## config.mk

```make
export PLATFORM = sky130hd
export DESIGN_NAME = mdu_iterative_flat
export DESIGN_NICKNAME = d
export VERILOG_FILES = /design/src/rtl/mdu_iterative_if.sv /design/src/rtl/mdu_iterative.sv /design/src/flat_wrapper.sv
export SDC_FILE = /design/constraint.sdc
export NUM_CORES = 1
export LEC_CHECK = 0
export CAP_MARGIN = 10
export CORE_ASPECT_RATIO = 1.4
export CORE_UTILIZATION = 48
export CTS_BUF_LIST = sky130_fd_sc_hd__clkbuf_4 sky130_fd_sc_hd__clkbuf_8
export CTS_CLUSTER_SIZE = 14
export DETAILED_ROUTE_END_ITERATION = 10
export GPL_TIMING_DRIVEN = 1
export MAX_ROUTING_LAYER = met4
export PLACE_DENSITY = 0.68
export SLEW_MARGIN = 10
export SYNTH_ARGS = -nofsm -noshare
export SYNTH_HDL_FRONTEND = slang
export SYNTH_SLANG_ARGS = --single-unit
```

## constraint.sdc

```tcl
create_clock -name clk -period 5 [get_ports clk]
set_clock_uncertainty 0.2 [all_clocks]
set_input_delay 1.25 -clock clk [delete_from_list [all_inputs] [get_ports clk]]
set_output_delay 1.25 -clock clk [all_outputs]
set_load 0.03 [all_outputs]
```

## src/rtl/mdu_iterative_if.sv

```systemverilog
// Request/result bundle between the EX stage and the iterative MDU.
// master drives the op request; slave (the MDU) returns status and HI/LO.
interface mdu_iterative_if #(
  parameter int unsigned WIDTH = 32
) ();
  logic             start;
  logic [3:0]       op;
  logic [WIDTH-1:0] a;
  logic [WIDTH-1:0] b;
  logic             flush;
  logic             busy;
  logic             done;
  logic [WIDTH-1:0] hi;
  logic [WIDTH-1:0] lo;

  modport master (
    output start, op, a, b, flush,
    input  busy, done, hi, lo
  );

  modport slave (
    input  start, op, a, b, flush,
    output busy, done, hi, lo
  );
endinterface

```

## src/rtl/mdu_iterative.sv

```systemverilog
// Radix-2 iterative multiply/divide unit owning the HI/LO registers.
// Define MDU_MADD_EN to enable MADD/MADDU/MSUB/MSUBU (ops 8-11).
module mdu_iterative #(
  parameter int unsigned WIDTH = 32
) (
  input logic            clk,
  input logic            rst,
  mdu_iterative_if.slave bus
);

  localparam int unsigned CntW = $clog2(WIDTH);

  localparam logic [3:0] OpMult  = 4'd1;
  localparam logic [3:0] OpMultu = 4'd2;
  localparam logic [3:0] OpDiv   = 4'd3;
  localparam logic [3:0] OpDivu  = 4'd4;
  localparam logic [3:0] OpMthi  = 4'd5;
  localparam logic [3:0] OpMtlo  = 4'd6;
`ifdef MDU_MADD_EN
  localparam logic [3:0] OpMadd  = 4'd8;
  localparam logic [3:0] OpMaddu = 4'd9;
  localparam logic [3:0] OpMsub  = 4'd10;
  localparam logic [3:0] OpMsubu = 4'd11;
`endif

  typedef enum logic [1:0] {StIdle, StCalc, StFix} state_e;

  state_e                 state_q;
  logic                   busy_q;
  logic                   done_q;
  logic [WIDTH-1:0]       hi_q;
  logic [WIDTH-1:0]       lo_q;
  logic [CntW-1:0]        cnt_q;
  logic [WIDTH-1:0]       opnd_q;
  logic [2*WIDTH-1:0]     acc_q;
  logic [WIDTH-1:0]       a_q;
  logic                   is_div_q;
  logic                   div0_q;
  logic                   neg_q;
  logic                   rneg_q;
`ifdef MDU_MADD_EN
  logic                   accum_q;
  logic                   accum_sub_q;
  logic                   op_accum;
  logic                   op_accum_sub;
`endif

  // Op decode for the request currently on the bus.
  logic op_calc;
  logic op_signed;
  logic op_div;

  always_comb begin
    op_calc   = 1'b0;
    op_signed = 1'b0;
    op_div    = 1'b0;
`ifdef MDU_MADD_EN
    op_accum     = 1'b0;
    op_accum_sub = 1'b0;
`endif
    case (bus.op)
      OpMult:  begin op_calc = 1'b1; op_signed = 1'b1; end
      OpMultu: op_calc = 1'b1;
      OpDiv:   begin op_calc = 1'b1; op_signed = 1'b1; op_div = 1'b1; end
      OpDivu:  begin op_calc = 1'b1; op_div = 1'b1; end
`ifdef MDU_MADD_EN
      OpMadd:  begin op_calc = 1'b1; op_signed = 1'b1; op_accum = 1'b1; end
      OpMaddu: begin op_calc = 1'b1; op_accum = 1'b1; end
      OpMsub:  begin
        op_calc = 1'b1; op_signed = 1'b1; op_accum = 1'b1; op_accum_sub = 1'b1;
      end
      OpMsubu: begin op_calc = 1'b1; op_accum = 1'b1; op_accum_sub = 1'b1; end
`endif
      default: ;
    endcase
  end

  // Operand magnitudes; unsigned ops pass through unchanged.
  logic             a_neg;
  logic             b_neg;
  logic [WIDTH-1:0] a_mag;
  logic [WIDTH-1:0] b_mag;

  always_comb begin
    a_neg = op_signed & bus.a[WIDTH-1];
    b_neg = op_signed & bus.b[WIDTH-1];
    a_mag = a_neg ? -bus.a : bus.a;
    b_mag = b_neg ? -bus.b : bus.b;
  end

  // One iteration step. Multiply: shift-add with multiplier in the low half.
  // Divide: restoring division, remainder in the high half, quotient shifts into the low half.
  logic [WIDTH:0]     mul_sum;
  logic [2*WIDTH-1:0] acc_mul_d;
  logic [WIDTH:0]     rem_sh;
  logic [WIDTH:0]     div_diff;
  logic [2*WIDTH-1:0] acc_div_d;

  always_comb begin
    mul_sum   = {1'b0, acc_q[2*WIDTH-1:WIDTH]}
              + (acc_q[0] ? {1'b0, opnd_q} : {(WIDTH+1){1'b0}});
    acc_mul_d = {mul_sum, acc_q[WIDTH-1:1]};
    rem_sh    = {acc_q[2*WIDTH-1:WIDTH], acc_q[WIDTH-1]};
    div_diff  = rem_sh - {1'b0, opnd_q};
    if (div_diff[WIDTH]) begin
      acc_div_d = {rem_sh[WIDTH-1:0], acc_q[WIDTH-2:0], 1'b0};
    end else begin
      acc_div_d = {div_diff[WIDTH-1:0], acc_q[WIDTH-2:0], 1'b1};
    end
  end

  // Sign correction and final HI/LO value written on the FIX edge.
  logic [2*WIDTH-1:0] prod;
  logic [WIDTH-1:0]   quo;
  logic [WIDTH-1:0]   rem;
  logic [2*WIDTH-1:0] hilo_fix_d;

  always_comb begin
    prod = neg_q  ? -acc_q : acc_q;
    quo  = neg_q  ? -acc_q[WIDTH-1:0] : acc_q[WIDTH-1:0];
    rem  = rneg_q ? -acc_q[2*WIDTH-1:WIDTH] : acc_q[2*WIDTH-1:WIDTH];
    if (is_div_q) begin
      hilo_fix_d = div0_q ? {a_q, {WIDTH{1'b1}}} : {rem, quo};
    end else begin
      hilo_fix_d = prod;
`ifdef MDU_MADD_EN
      if (accum_q) begin
        hilo_fix_d = accum_sub_q ? ({hi_q, lo_q} - prod) : ({hi_q, lo_q} + prod);
      end
`endif
    end
  end

  always_ff @(posedge clk) begin
    if (!rst) begin
      state_q  <= StIdle;
      busy_q   <= 1'b0;
      done_q   <= 1'b0;
      hi_q     <= '0;
      lo_q     <= '0;
      cnt_q    <= '0;
      opnd_q   <= '0;
      acc_q    <= '0;
      a_q      <= '0;
      is_div_q <= 1'b0;
      div0_q   <= 1'b0;
      neg_q    <= 1'b0;
      rneg_q   <= 1'b0;
`ifdef MDU_MADD_EN
      accum_q     <= 1'b0;
      accum_sub_q <= 1'b0;
`endif
    end else begin
      done_q <= 1'b0;
      if (bus.flush) begin
        state_q <= StIdle;
        busy_q  <= 1'b0;
      end else begin
        unique case (state_q)
          StIdle: begin
            if (bus.start) begin
              if (op_calc) begin
                state_q  <= StCalc;
                busy_q   <= 1'b1;
                cnt_q    <= CntW'(WIDTH - 1);
                opnd_q   <= op_div ? b_mag : a_mag;
                acc_q    <= {{WIDTH{1'b0}}, (op_div ? a_mag : b_mag)};
                a_q      <= bus.a;
                is_div_q <= op_div;
                div0_q   <= (bus.b == '0);
                neg_q    <= a_neg ^ b_neg;
                rneg_q   <= a_neg;
`ifdef MDU_MADD_EN
                accum_q     <= op_accum;
                accum_sub_q <= op_accum_sub;
`endif
              end else if (bus.op == OpMthi) begin
                hi_q <= bus.a;
              end else if (bus.op == OpMtlo) begin
                lo_q <= bus.a;
              end
            end
          end
          StCalc: begin
            acc_q <= is_div_q ? acc_div_d : acc_mul_d;
            if (cnt_q == '0) begin
              state_q <= StFix;
            end else begin
              cnt_q <= cnt_q - 1'b1;
            end
          end
          StFix: begin
            {hi_q, lo_q} <= hilo_fix_d;
            done_q       <= 1'b1;
            busy_q       <= 1'b0;
            state_q      <= StIdle;
          end
          default: begin
            state_q <= StIdle;
            busy_q  <= 1'b0;
          end
        endcase
      end
    end
  end

  assign bus.busy = busy_q;
  assign bus.done = done_q;
  assign bus.hi   = hi_q;
  assign bus.lo   = lo_q;

endmodule

```

## src/flat_wrapper.sv

```systemverilog
// flat-port wrapper written by rule: the top's interface ports become plain ports
module mdu_iterative_flat 
#(
  parameter int unsigned WIDTH = 32
)
  (clk, rst, bus_start, bus_op, bus_a, bus_b, bus_flush, bus_busy, bus_done, bus_hi, bus_lo);
  mdu_iterative_if #(.WIDTH(WIDTH)) bus_i ();
  input logic clk;
  input logic rst;
  input wire logic [$bits(bus_i.start)-1:0] bus_start;
  input wire logic [$bits(bus_i.op)-1:0] bus_op;
  input wire logic [$bits(bus_i.a)-1:0] bus_a;
  input wire logic [$bits(bus_i.b)-1:0] bus_b;
  input wire logic [$bits(bus_i.flush)-1:0] bus_flush;
  output wire logic [$bits(bus_i.busy)-1:0] bus_busy;
  output wire logic [$bits(bus_i.done)-1:0] bus_done;
  output wire logic [$bits(bus_i.hi)-1:0] bus_hi;
  output wire logic [$bits(bus_i.lo)-1:0] bus_lo;
  assign bus_i.start = bus_start;
  assign bus_i.op = bus_op;
  assign bus_i.a = bus_a;
  assign bus_i.b = bus_b;
  assign bus_i.flush = bus_flush;
  assign bus_busy = bus_i.busy;
  assign bus_done = bus_i.done;
  assign bus_hi = bus_i.hi;
  assign bus_lo = bus_i.lo;
  mdu_iterative #(.WIDTH(WIDTH)) u_core (.clk(clk), .rst(rst), .bus(bus_i));
endmodule
```

Word-level counts from Yosys, hierarchy flattened:

Cells that the tools add are included.

* output and inout port bits: 66
* bits in registers: 205
* logic and storage cells: 98

* reduce and logical (&&, ||, !) cells: 16
* $add $sub $neg: 8
* muxes and demuxes: 39
* bitwise operators: 6
* equality and inequality tests: 16

Operators by type and width (number)
* 2-to-1 mux 32 bit: 14
* 2-to-1 mux 64 bit: 7
* negation 32 bit: 4
* one-hot mux 32 bit (2 select lines): 2
* one-hot mux 64 bit (2 select lines): 1
* negation 64 bit: 1
* adder 32 x 33 -> 33 bit: 1
* subtractor 33 x 32 -> 33 bit: 1
* zero test 32 bit: 1
* 2-to-1 mux 5 bit: 3
* equality test 4 x 3 -> 1 bit, second input constant: 3
* one-hot mux 5 bit (2 select lines): 1
* AND reduction 5 bit: 2
* equality test 4 x 2 -> 1 bit, second input constant: 2
* != test 2 x 1 -> 1 bit, second input constant: 4
* != test 2 bit, second input constant: 4
* AND reduction 4 bit: 2
* 2-to-1 mux 1 bit: 6
* 2-to-1 mux 2 bit: 3
* AND reduction 3 bit: 2
* AND reduction 6 bit: 1
* OR reduction 2 bit: 3
* zero test 5 bit: 1
* subtractor 5 x 1 -> 5 bit, second input constant: 1
* 11 further kinds: 15

Logic depth before layout (Yosys ltp):

Gate-level depths: netlist (run 1).

* depth in word-level cells: 9
* gate-level depth with buffers: 15
* depth with buffers taken out: 13

Worst setup path before layout (run 1):

Ideal clock, no wire load.

* kind: input to register
* start: input port bus_b[14]
* end: register u_core.acc_q[28]
* stages: 8
* setup time: 0.133 ns
* arrival time: 3.745 ns
* setup slack: 0.923 ns
* path through: or4_1 or4b_2 or4_4 o41ai_2 xor2_1 o22ai_1 a21oi_1 a21oi_1

* longest elaborated chain between the ends: 6

RTL lines
* from (decl): line flat_wrapper.sv:13 `input wire logic [$bits(bus_i.b)-1:0] bus_b;`
* negation 32 bit: line mdu_iterative.sv:88 `b_mag = b_neg ? -bus.b : bus.b;`
* 2-to-1 mux 32 bit: line mdu_iterative.sv:88
* 2-to-1 mux 32 bit: line mdu_iterative.sv:167 `acc_q <= {{WIDTH{1'b0}}, (op_div ? a_mag : b_mag)};`
* 2-to-1 mux 64 bit: line mdu_iterative.sv:162 `if (op_calc) begin`
* 2-to-1 mux 64 bit: line mdu_iterative.sv:161 `if (bus.start) begin`
* one-hot mux 64 bit (2 select lines): line mdu_iterative.sv:159 `unique case (state_q)`
* to (signal assigned): line mdu_iterative.sv:167
* to (signal assigned): line mdu_iterative.sv:185 `acc_q <= is_div_q ? acc_div_d : acc_mul_d;`
* to (decl): line mdu_iterative.sv:35 `logic [2*WIDTH-1:0] acc_q;`

No other way between the ends. The select of a mux whose other input is x is not followed.
A chain may end at the register's enable or synchronous reset.

Worst setup path after layout (run 1):

* start: input port bus_a[10]
* end: register u_core.acc_q[23]

* longest elaborated chain between the ends: 6

RTL lines
* from (decl): line flat_wrapper.sv:12 `input wire logic [$bits(bus_i.a)-1:0] bus_a;`
* negation 32 bit: line mdu_iterative.sv:87 `a_mag = a_neg ? -bus.a : bus.a;`
* 2-to-1 mux 32 bit: line mdu_iterative.sv:87
* 2-to-1 mux 32 bit: line mdu_iterative.sv:167
* 2-to-1 mux 64 bit: line mdu_iterative.sv:162
* 2-to-1 mux 64 bit: line mdu_iterative.sv:161
* one-hot mux 64 bit (2 select lines): line mdu_iterative.sv:159

No other way between the ends. The select of a mux whose other input is x is not followed.

==> summary.txt, run 1 <==
Outcome
  – Result of the run: finished, final reports clean

Critical path
  – Worst-path maximum fanout: 5
  – CP Data Arrival Time: 4.43 ns
  – Type of origin of the critical path: input pin
  – Type of the setup path with the least slack: in -> reg
  – CP required: 5.24 ns
  – Capturing element type of the critical path: flop

Synthesis
  – Top cell type's share of synthesized area: 24.6%
  – Sequential share of the synthesized area: 24.6%
  – Post-synth EDFFs: 0
  – Ys flop type: sky130_fd_sc_hd__dfxtp_1
  – Leading area contributor after synthesis: sky130_fd_sc_hd__dfxtp_1
  – Post-synth ARST share: 0%
  – Count of state elements after synthesis: 205
  – Area contributors post-synth: sky130_fd_sc_hd__dfxtp_1 25%, sky130_fd_sc_hd__nand2_1 7.1%, sky130_fd_sc_hd__xnor2_1 6.7%
  – Avg Synthesized Cell Area: 7.28 um^2
  – Netlist cell types: 73
  – Top cells by count, synth: 314 x sky130_fd_sc_hd__nand2_1, 213 x sky130_fd_sc_hd__a21oi_1, 205 x sky130_fd_sc_hd__dfxtp_1
  – Yosys synthesis warning count: 0
  – Syn Std Cell Area: 16,700 um^2
  – Most frequent cell after synthesis: sky130_fd_sc_hd__nand2_1
  – Cells after synthesis: 2,290
  – Post-synthesis net count: 2,434

Power and ir drop
  – Clock Power Share: 39.1%
  – Switching Fraction: 32.2%
  – Switch Pwr: 1.45 mW
  – Relative contribution of combinational cells to total power: 22.4%
  – Sequential power share: 38.4%
  – Pleak: 7.18 nW
  – Power per unit of standard cell area: 231 nW/um^2
  – Power Total: 4.49 mW
  – Cell internal power dissipation: 3.05 mW
  – Peak VDD IR: 0.205 mV

Global routing
  – Global route total overflow: 0
  – Largest net degree at the start of global routing: 72
  – Initial antenna violation count: 1
  – Global-route wire length before repair: 102,000 um
  – Total global routing track utilization: 38.3%
  – Number of global-route vias before repair: 17,200

Timing
  – Clock period minus final worst setup slack: 4.19 ns
  – Worst slew margin relative to its limit: 20.0%
  – Number of pins with negative max-slew slack in the final report: 0
  – # setup viols final: 0
  – Setup repair after global routing missed its margin: false
  – Count of endpoints failing hold in the final timing report: 0
  – Worst setup margin: 0.806 ns
  – Fraction of the cycle the final worst path needs: 83.9%
  – Setup TNS: 0 ns
  – Max Freq: 238 MHz
  – Pin slew with the least headroom to its limit: 1.20 ns

Clocking
  – Clock insertion delay at the later pin of the skew report: 0.57 ns
  – Depth of the CTS H-tree: 2
  – CTS Hold Buffers Added: 0
  – # resized after CTS: 0
  – CTS sink count: 205
  – CTS tree: yes
  – Max Root-Sink Buffers: 3
  – Master cell of the clock root buffer: sky130_fd_sc_hd__clkbuf_8
  – Number of CTS-inserted buffers: 37
  – Post-CTS clock slew at the launch and capture registers of the worst setup and hold paths: 0.06 ns
  – Post CTS Setup Buffer Count: 0

Floorplan
  – Core footprint: 34,100 um^2
  – Floorplan die area: 35,500 um^2
  – Initial Util: 48.9%
  – Die span in x: 160 um
  – Core Rows: 80
  – Boundary Pins: 138
  – Die Y-Extent: 223 um

Place
  – Cell area reported after detailed placement: 18,600 um^2
  – Post-Place Setup Slack: 0.278 ns
  – IO Port Bufs: 137
  – Final weighted congestion in routability-driven placement: 0.974
  – Detailed Place HPWL: 50,500 um

Finish
  – Post-synthesis to final-layout area growth: 16.5%
  – Fraction of layout cells with a size suffix above 1: 8.29%
  – Design Area, Final: 19,400 um^2
  – Number of nets in the finished design: 2,507

Routing
  – Remaining antenna violation count: 0
  – Number of vias after detailed routing: 18,000
  – Number of DRC violations after detailed routing: 0
  – Average wire per cell in the routed design: 23.7 um
  – Number of search-and-repair iterations in the first detailed-routing pass: 6
  – Final wirelength: 67,300 um
  – DR vias/cell: 6.32
  – Initial DRC Count: 1,596

Worst hold path
  – Path type of the worst min-delay path: reg -> reg

Flow run
  – Max-capacitance violation count: 0
==> logic make-up after synthesis <==
family / share of synthesized area, %
buffers and inverters: 6.03
xor gates and xnor gates: 10.8
adders and majority gates: 5.49
DFF: 24.6
and+or+nand+nor: 20.2
muxes: 4.97
AOI/OAI and AO/OA: 27.8
==> final timing paths <==
kind / startpoint / endpoint / slack, ns / cells past startpoint
max reg2reg: u_core.acc_q[0] / u_core.acc_q[58] / 0.92 / 13
min: u_core.opnd_q[11] / u_core.opnd_q[11] / 0.25 / 2
max: bus_a[10] / u_core.acc_q[23] / 0.81 / 10
min reg2reg: u_core.opnd_q[11] / u_core.opnd_q[11] / 0.25 / 2
==> cells in the final DEF, fill, tap and decap left out, drive strengths merged, types with 15 or more instances in the layout <==
cell           instances
nand3                 52
xor2                  78
a211oi                31
o22ai                 18
ha                    70
o41ai                 23
o31ai                 34
mux2i                 67
a22oi                 19
nor3                  41
clkdlybuf4s50        136
or4                   23
nand2b                18
or3                   34
o21ai                171
buf                   81
clkbuf                53
a21o                  28
o221ai                39
a21oi                213
nand2                314
a31oi                 20
inv                   79
dfxtp                205
xnor2                128
o211ai                50
a311oi                15
nor2                 171
==> critical path: stages <==
cell,delay (ns)
sky130_fd_sc_hd__clkdlybuf4s50_1,0.52
sky130_fd_sc_hd__or4_1,0.64
sky130_fd_sc_hd__nor4_1,0.49
sky130_fd_sc_hd__and2_1,0.33
sky130_fd_sc_hd__nand2_1,0.19
sky130_fd_sc_hd__o21ai_0,0.25
sky130_fd_sc_hd__xor2_1,0.40
sky130_fd_sc_hd__o22ai_1,0.15
sky130_fd_sc_hd__a21oi_1,0.13
sky130_fd_sc_hd__a21oi_1,0.08
==> power by group through the flow <==
stage | clock [mW] | combinational, mW | sequential (mW)
6_report | 1.76 | 1.01 | 1.73
5_1_grt | 1.84 | 1.07 | 1.73
4_1_cts | 1.77 | 0.986 | 1.72
3_5_place_dp | 0 | 0.980 | 1.76
3_3_place_gp | 0 | 0.975 | 1.76
2_1_floorplan | 0 | 0.616 | 1.75
==> metal layers <==
metal	global-route usage [%]	vias up	wire, um
met5	-	-	0
met4	29.8	0	5850
met3	5.34	241	4640
met2	60.4	831	30700
met1	43.7	8473	26000
li1	-	8409	-
==> registers in the layout (all words and copies together) (netlist names) <==
register	count
u_core.opnd_q	32
u_core.neg_q	1
u_core.bus.busy	1
u_core.div0_q	1
u_core.bus.done	1
u_core.bus.lo	32
u_core.rneg_q	1
u_core.a_q	32
u_core.bus.hi	32
u_core.cnt_q	5
u_core.state_q	2
u_core.acc_q	64
u_core.is_div_q	1
==> through the flow <==
step	util, %	instances	hold slack, ns
6_report	56.9	2842	0.253
5_1_grt	56.9	2839	0.272
4_1_cts	56.9	2839	0.255
3_5_place_dp	54.6	2775	0.247
3_3_place_gp	54.6	2775	0.240
2_1_floorplan	-	2290	0.232
==> area by class of cell <==
class,instances,area (um^2)
antenna,3,7.51
clock buffer,53,686
clock inverter,11,113
fill,3333,14700
inverter,79,299
multi-input combinational,1823,11600
sequential,205,4110
tap,451,564
timing repair buffer,217,2020
No activity file was read; power rests on OpenSTA's default activity.
==> run 2, diff against run 1 <==
--- a/config.mk
+++ b/config.mk
@@ -13,7 +13,7 @@
 export DETAILED_ROUTE_END_ITERATION = 10
 export GPL_TIMING_DRIVEN = 1
 export MAX_ROUTING_LAYER = met4
-export PLACE_DENSITY = 0.68
+export PLACE_DENSITY = 0.71
 export SLEW_MARGIN = 10
 export SYNTH_ARGS = -nofsm -noshare
 export SYNTH_HDL_FRONTEND = slang
==> constraint.sdc (replaced) <==
create_clock -name clk -period 3.47 [get_ports clk]
set_clock_uncertainty 0.2 [all_clocks]
set_input_delay 0.8675 -clock clk [delete_from_list [all_inputs] [get_ports clk]]
set_output_delay 0.8675 -clock clk [all_outputs]
set_load 0.03 [all_outputs]
==> run 2 against run 1 <==
Compared with the run above: first-iteration DRC count increased by 9.4%; worst setup slack worse by 0.76 ns; die area unchanged; global-route usage increased by 3.1 points; register-to-register slack got worse by 0.87 ns; sequential share of layout area shrank 2.4 points; final cell count increased by 9.3%.
==> summary.txt, run 2 (synthesized netlist as in run 1, its figures left out) <==
Finish
  – Most common cell after layout, fill and taps aside: sky130_fd_sc_hd__buf_4
  – Fraction of layout cells with a size suffix above 1: 19.7%
  – Post-synthesis to final-layout area growth: 31.7%
  – Flip-flop count of the largest register after layout: 64
  – Leading cell types in the layout, fill and taps excluded: 327 x sky130_fd_sc_hd__buf_4, 311 x sky130_fd_sc_hd__nand2_1, 211 x sky130_fd_sc_hd__a21oi_1, 196 x sky130_fd_sc_hd__dfxtp_1, 168 x sky130_fd_sc_hd__nor2_1
  – Number of nets in the finished design: 2,775
  – Post-Layout Cell Count: 3,106
  – Filler cell count: 3,123
  – Design Area, Final: 22,000 um^2
  – Largest register by flop count: u_core.acc_q
  – Total inserted antenna cells: 0

Place
  – Placed Cells: 3,035
  – Detailed Place HPWL: 55,700 um
  – Cell area reported after detailed placement: 20,800 um^2
  – Final weighted congestion in routability-driven placement: 1.06
  – IO Port Bufs: 137

Timing
  – Clock period minus final worst setup slack: 3.42 ns
  – Setup repair after global routing missed its margin: true
  – Worst Hold Slack: 0.251 ns
  – Worst slew margin relative to its limit: 32.4%
  – Fraction of the cycle the final worst path needs: 98.6%
  – Max Freq: 292 MHz
  – Count of endpoints failing hold in the final timing report: 0
  – Number of pins with negative max-slew slack in the final report: 0
  – # setup viols final: 0
  – Pin slew with the least headroom to its limit: 1.01 ns

Power and ir drop
  – Pleak: 8.73 nW
  – Peak VDD IR: 0.405 mV
  – Power per unit of standard cell area: 309 nW/um^2

Routing
  – Number of search-and-repair iterations in the first detailed-routing pass: 5
  – Initial DRC Count: 1,746
  – Number of DRC violations after detailed routing: 0
  – Remaining antenna violation count: 0
  – Final wirelength: 73,300 um
  – Number of vias after detailed routing: 19,200
  – DR vias/cell: 6.19
  – Average wire per cell in the routed design: 23.6 um

Global routing
  – Largest net degree at the start of global routing: 134
  – Total global routing track utilization: 41.4%
  – Initial antenna violation count: 0
  – Global route total overflow: 0
  – Number of global-route vias before repair: 18,500
  – Global-route wire length before repair: 109,000 um

Worst hold path
  – Worst hold path depth: 2
  – Min-Delay Endpoint: u_core.bus.lo[8]
  – Hold path start: u_core.bus.lo[8]
  – Path type of the worst min-delay path: reg -> reg

Floorplan
  – Core footprint: 34,100 um^2
  – Boundary Pins: 138
  – Die span in x: 160 um
  – Die Y-Extent: 223 um
  – Initial Util: 48.9%
  – Core Rows: 80
  – Floorplan die area: 35,500 um^2

Clocking
  – Master cell of the clock root buffer: sky130_fd_sc_hd__clkbuf_8
  – CTS tree: yes
  – Post-CTS clock slew at the launch and capture registers of the worst setup and hold paths: 0.06 ns
  – Depth of the CTS H-tree: 2
  – CTS sink count: 205
  – Number of CTS-inserted buffers: 37
  – CTS Hold Buffers Added: 0
  – Clock insertion delay at the later pin of the skew report: 0.59 ns
  – Max Root-Sink Buffers: 3

Critical path
  – Type of the setup path with the least slack: reg -> reg
  – CP Data Arrival Time: 3.68 ns
  – Type of origin of the critical path: flop
  – CP required: 3.73 ns
  – Cell count of the worst reg-to-reg path: 10
  – Capturing element type of the critical path: flop
  – Worst flop-to-flop path endpoint: u_core.bus.hi[18]
  – Reg2reg setup slack: 0.05 ns
  – Worst-path maximum fanout: 6
  – Reg2reg start: u_core.acc_q[33]

Outcome
  – Result of the run: finished, final reports clean

Flow run
  – Max-capacitance violation count: 0
==> run 2: changes by cell type in the layout (fill, tap and decap cells not counted), moves of 7 or more <==
| cell | delta |
|---|---|
| sky130_fd_sc_hd__or4_4 | +7 |
| sky130_fd_sc_hd__clkdlybuf4s50_1 | -10 |
| sky130_fd_sc_hd__buf_12 | +14 |
| sky130_fd_sc_hd__or4_1 | -7 |
| sky130_fd_sc_hd__buf_4 | +251 |
| sky130_fd_sc_hd__dlymetal6s2s_1 | +9 |
==> run 2: area by class of cell <==
class	instances	area, um^2	area share [%]
Clock buffer	54	693	3.16
Clock inverter	9	55.1	0.251
Inverter	79	304	1.38
Multi-Input combinational cell	1823	12000	54.4
Sequential cell	205	4120	18.8
Tap cell	451	564	2.57
Timing Repair Buffer	485	4270	19.4
==> run 2: timing repair <==
action                                  4_1_cts  5_1_grt
endpoints found under the setup margin       34       77
setup buffers                                 2        4
resized for setup                            11       69
cloned                                        0        2
pin swaps                                    11       24
==> run 2: worst max-delay path, cell delays in order, from the launching register on <==
cell and delay, ns:
sky130_fd_sc_hd__dfxtp_4 0.35, sky130_fd_sc_hd__inv_4 0.06, sky130_fd_sc_hd__ha_4 0.13, sky130_fd_sc_hd__or3b_4 0.38, sky130_fd_sc_hd__or3_4 0.34, sky130_fd_sc_hd__or4_4 0.56
sky130_fd_sc_hd__or3_4 0.45, sky130_fd_sc_hd__o41ai_2 0.24, sky130_fd_sc_hd__xnor2_1 0.18, sky130_fd_sc_hd__o21ai_2 0.12, sky130_fd_sc_hd__o31ai_1 0.30
==> run 2: how the worst max path moves through the flow <==
stage	start	endpoint	slack [ns]	cells past startpoint
after floorplan	bus_b[14]	u_core.acc_q[28]	-0.06	8
after global placement	bus_b[14]	u_core.acc_q[28]	-0.61	9
after detailed placement	bus_b[14]	u_core.acc_q[28]	-0.67	9
after CTS	u_core.acc_q[12]	u_core.bus.hi[18]	-0.01	9
after global routing	u_core.opnd_q[17]	u_core.acc_q[33]	-0.08	15
final	u_core.acc_q[33]	u_core.bus.hi[18]	0.05	10
==> run 2: where the power goes <==
group | leakage [nW] | internal (mW) | switching, mW
combinational | 6.67 | 0.845 | 1.08
clock | 0.400 | 1.29 | 1.12
sequential | 1.66 | 2.41 | 0.0495
==> run 2: metrics by stage <==
| step | worst slack, ns | setup TNS (ns) | util (%) | power, mW |
|---|---|---|---|---|
| floorplan | -0.0639 | -0.0845 | - | 3.40 |
| global placement | -0.614 | -18.53 | 60.9 | 4.25 |
| detailed placement | -0.668 | -23.13 | 60.9 | 4.27 |
| CTS | -0.0131 | -0.0131 | 63.3 | 6.66 |
| global route | -0.0834 | -0.345 | 64.3 | 7.01 |
| finish | 0.0481 | 0 | 64.3 | 6.79 |
==> run 2: layer usage <==
layer	wire length, um	track usage (%)	vias to the layer above	share of wire [%]
li1	-	-	8954	-
met3	5440	6.61	272	7.4
met1	26800	44.8	9061	37
met2	34400	67.9	934	47
met4	6650	31.4	0	9.1
met5	0	-	-	0
==> run 3, diff against run 2 <==
--- a/config.mk
+++ b/config.mk
@@ -5,8 +5,8 @@
 export SDC_FILE = /design/constraint.sdc
 export NUM_CORES = 1
 export LEC_CHECK = 0
-export CAP_MARGIN = 10
 export CORE_ASPECT_RATIO = 1.4
+export CORE_MARGIN = 8
 export CORE_UTILIZATION = 48
 export CTS_BUF_LIST = sky130_fd_sc_hd__clkbuf_4 sky130_fd_sc_hd__clkbuf_8
 export CTS_CLUSTER_SIZE = 14
==> run 3 against run 2 <==
Compared with the run above: die area is 16% higher; critical path depth is 4 higher; maximum frequency hardly changed; sequential power hardly changed; design area is 1.7% higher; critical endpoint is now u_core.acc_q[41].
==> summary.txt, run 3 (synthesized netlist as in run 1, its figures left out) <==
Finish
  – Most common cell after layout, fill and taps aside: sky130_fd_sc_hd__buf_4
  – Leading cell types in the layout, fill and taps excluded: 367 x sky130_fd_sc_hd__buf_4, 311 x sky130_fd_sc_hd__nand2_1, 209 x sky130_fd_sc_hd__a21oi_1, 197 x sky130_fd_sc_hd__dfxtp_1, 168 x sky130_fd_sc_hd__nor2_1
  – Largest register by flop count: u_core.acc_q
  – Number of nets in the finished design: 2,815
  – Fraction of layout cells with a size suffix above 1: 21.2%
  – Fraction of the core area covered by cells at the end of the flow: 64.6%
  – Flip-flop count of the largest register after layout: 64
  – Post-synthesis to final-layout area growth: 33.9%

Global routing
  – Largest net degree at the start of global routing: 63
  – Initial antenna violation count: 3
  – Total global routing track utilization: 36.3%
  – Global route total overflow: 0
  – Number of global-route vias before repair: 19,100
  – Global-route wire length before repair: 113,000 um

Clocking
  – CTS Hold Buffers Added: 0
  – Max Root-Sink Buffers: 3
  – Number of CTS-inserted buffers: 36
  – CTS sink count: 205
  – CTS tree: yes
  – Depth of the CTS H-tree: 2
  – Master cell of the clock root buffer: sky130_fd_sc_hd__clkbuf_8
  – Post-CTS clock slew at the launch and capture registers of the worst setup and hold paths: 0.06 ns
  – Clock insertion delay at the later pin of the skew report: 0.56 ns

Place
  – IO Port Bufs: 137
  – Final weighted congestion in routability-driven placement: 1.03
  – Detailed Place HPWL: 58,900 um

Power and ir drop
  – Peak VDD IR: 0.340 mV
  – Switching Fraction: 32.7%
  – Sequential power share: 35.7%
  – Power per unit of standard cell area: 309 nW/um^2
  – Relative contribution of combinational cells to total power: 28.2%
  – Cell internal power dissipation: 4.64 mW
  – Clock Power Share: 36.0%
  – Switch Pwr: 2.25 mW
  – Pleak: 8.90 nW
  – Power Total: 6.89 mW

Critical path
  – CP required: 3.72 ns
  – Capturing element type of the critical path: flop
  – Start point of the critical path: u_core.opnd_q[21]
  – Worst-path maximum fanout: 7
  – Type of the setup path with the least slack: reg -> reg
  – Type of origin of the critical path: flop
  – Reg2reg start: u_core.opnd_q[21]
  – CP Data Arrival Time: 3.67 ns

Floorplan
  – Core footprint: 34,600 um^2
  – Initial Util: 48.3%
  – Core Rows: 81
  – Boundary Pins: 138
  – Floorplan die area: 41,000 um^2
  – Die span in x: 174 um
  – Die Y-Extent: 237 um

Routing
  – Number of vias after detailed routing: 19,500
  – DR vias/cell: 6.18
  – Average wire per cell in the routed design: 24.2 um
  – Final wirelength: 76,200 um
  – Remaining antenna violation count: 0
  – Number of DRC violations after detailed routing: 0
  – Number of search-and-repair iterations in the first detailed-routing pass: 5
  – Initial DRC Count: 1,477

Timing
  – Worst Hold Slack: 0.252 ns
  – Worst slew margin relative to its limit: 35.1%
  – Fraction of the cycle the final worst path needs: 98.6%
  – # setup viols final: 0
  – Setup repair after global routing missed its margin: true
  – Max Freq: 292 MHz
  – Clock period minus final worst setup slack: 3.42 ns
  – Number of pins with negative max-slew slack in the final report: 0
  – Pin slew with the least headroom to its limit: 0.972 ns
  – Count of endpoints failing hold in the final timing report: 0

Worst hold path
  – Hold path start: u_core.opnd_q[8]
  – Path type of the worst min-delay path: reg -> reg

Flow run
  – Max-capacitance violation count: 0

Outcome
  – Result of the run: finished, final reports clean
[run 3: metal layers]
metal / vias to the layer above / track usage (%) / routed length, um
met4: 0 / 28.4 / 6770
met2: 896 / 60.3 / 36600
met3: 280 / 4.32 / 4820
met5: - / - / 0
met1: 9278 / 39.1 / 28000
li1: 9032 / - / -
[run 3: path summary, 6_finish.rpt]
check        slack, ns          endpoint  cells after the start
min reg2reg       0.25  u_core.opnd_q[8]                      2
max               0.05  u_core.acc_q[41]                     14
min               0.25  u_core.opnd_q[8]                      2
max reg2reg       0.05  u_core.acc_q[41]                     14
[run 3: critical path, stage by stage, from the launching register on]
cell and delay, ns:
sky130_fd_sc_hd__dfxtp_1 0.44, sky130_fd_sc_hd__inv_1 0.16, sky130_fd_sc_hd__ha_4 0.33, sky130_fd_sc_hd__inv_1 0.07
sky130_fd_sc_hd__nor4b_2 0.24, sky130_fd_sc_hd__buf_4 0.16, sky130_fd_sc_hd__inv_1 0.05, sky130_fd_sc_hd__nor4_2 0.27
sky130_fd_sc_hd__a211oi_1 0.12, sky130_fd_sc_hd__buf_4 0.18, sky130_fd_sc_hd__xnor2_4 0.33, sky130_fd_sc_hd__buf_12 0.18
sky130_fd_sc_hd__mux2i_1 0.27, sky130_fd_sc_hd__nor2_1 0.07, sky130_fd_sc_hd__a221o_1 0.25
[run 3: stage by stage]
step / setup WS, ns / TNS (ns) / instances / instance area, um^2
floorplan: -0.0639 / -0.0845 / 2290 / 16700
global placement: -0.652 / -18.25 / 3078 / 21100
detailed placement: -0.695 / -20.47 / 3078 / 21100
CTS: -0.000774 / -0.000925 / 3145 / 22000
global route: -0.0421 / -0.241 / 3152 / 22300
finish: 0.0500 / 0 / 3152 / 22300
[run 3: what timing repair did]
item                                    4_1_cts  5_1_grt
endpoints found under the setup margin       34       58
pin swaps                                    16       31
gates resized for setup                      26       66
buffers inserted                              5        4
gates cloned                                  0        2
[run 3: power by group through the flow]
stage / combinational [mW] / clock [mW] / sequential (mW)
after global routing: 2.04 / 2.60 / 2.47
final: 1.95 / 2.49 / 2.46
after CTS: 1.79 / 2.51 / 2.46
after global placement: 1.76 / 0 / 2.51
after floorplan: 0.888 / 0 / 2.52
after detailed placement: 1.77 / 0 / 2.51
[run 3: area by class of cell]
type	instances	area [um^2]
Antenna cell	1	2.50
Sequential cell	205	4120
Multi-Input combinational cell	1823	12000
Tap cell	456	571
Timing Repair Buffer	526	4560
Clock buffer	50	651
Clock inverter	12	115
Fill cell	3128	12200
Inverter	79	304
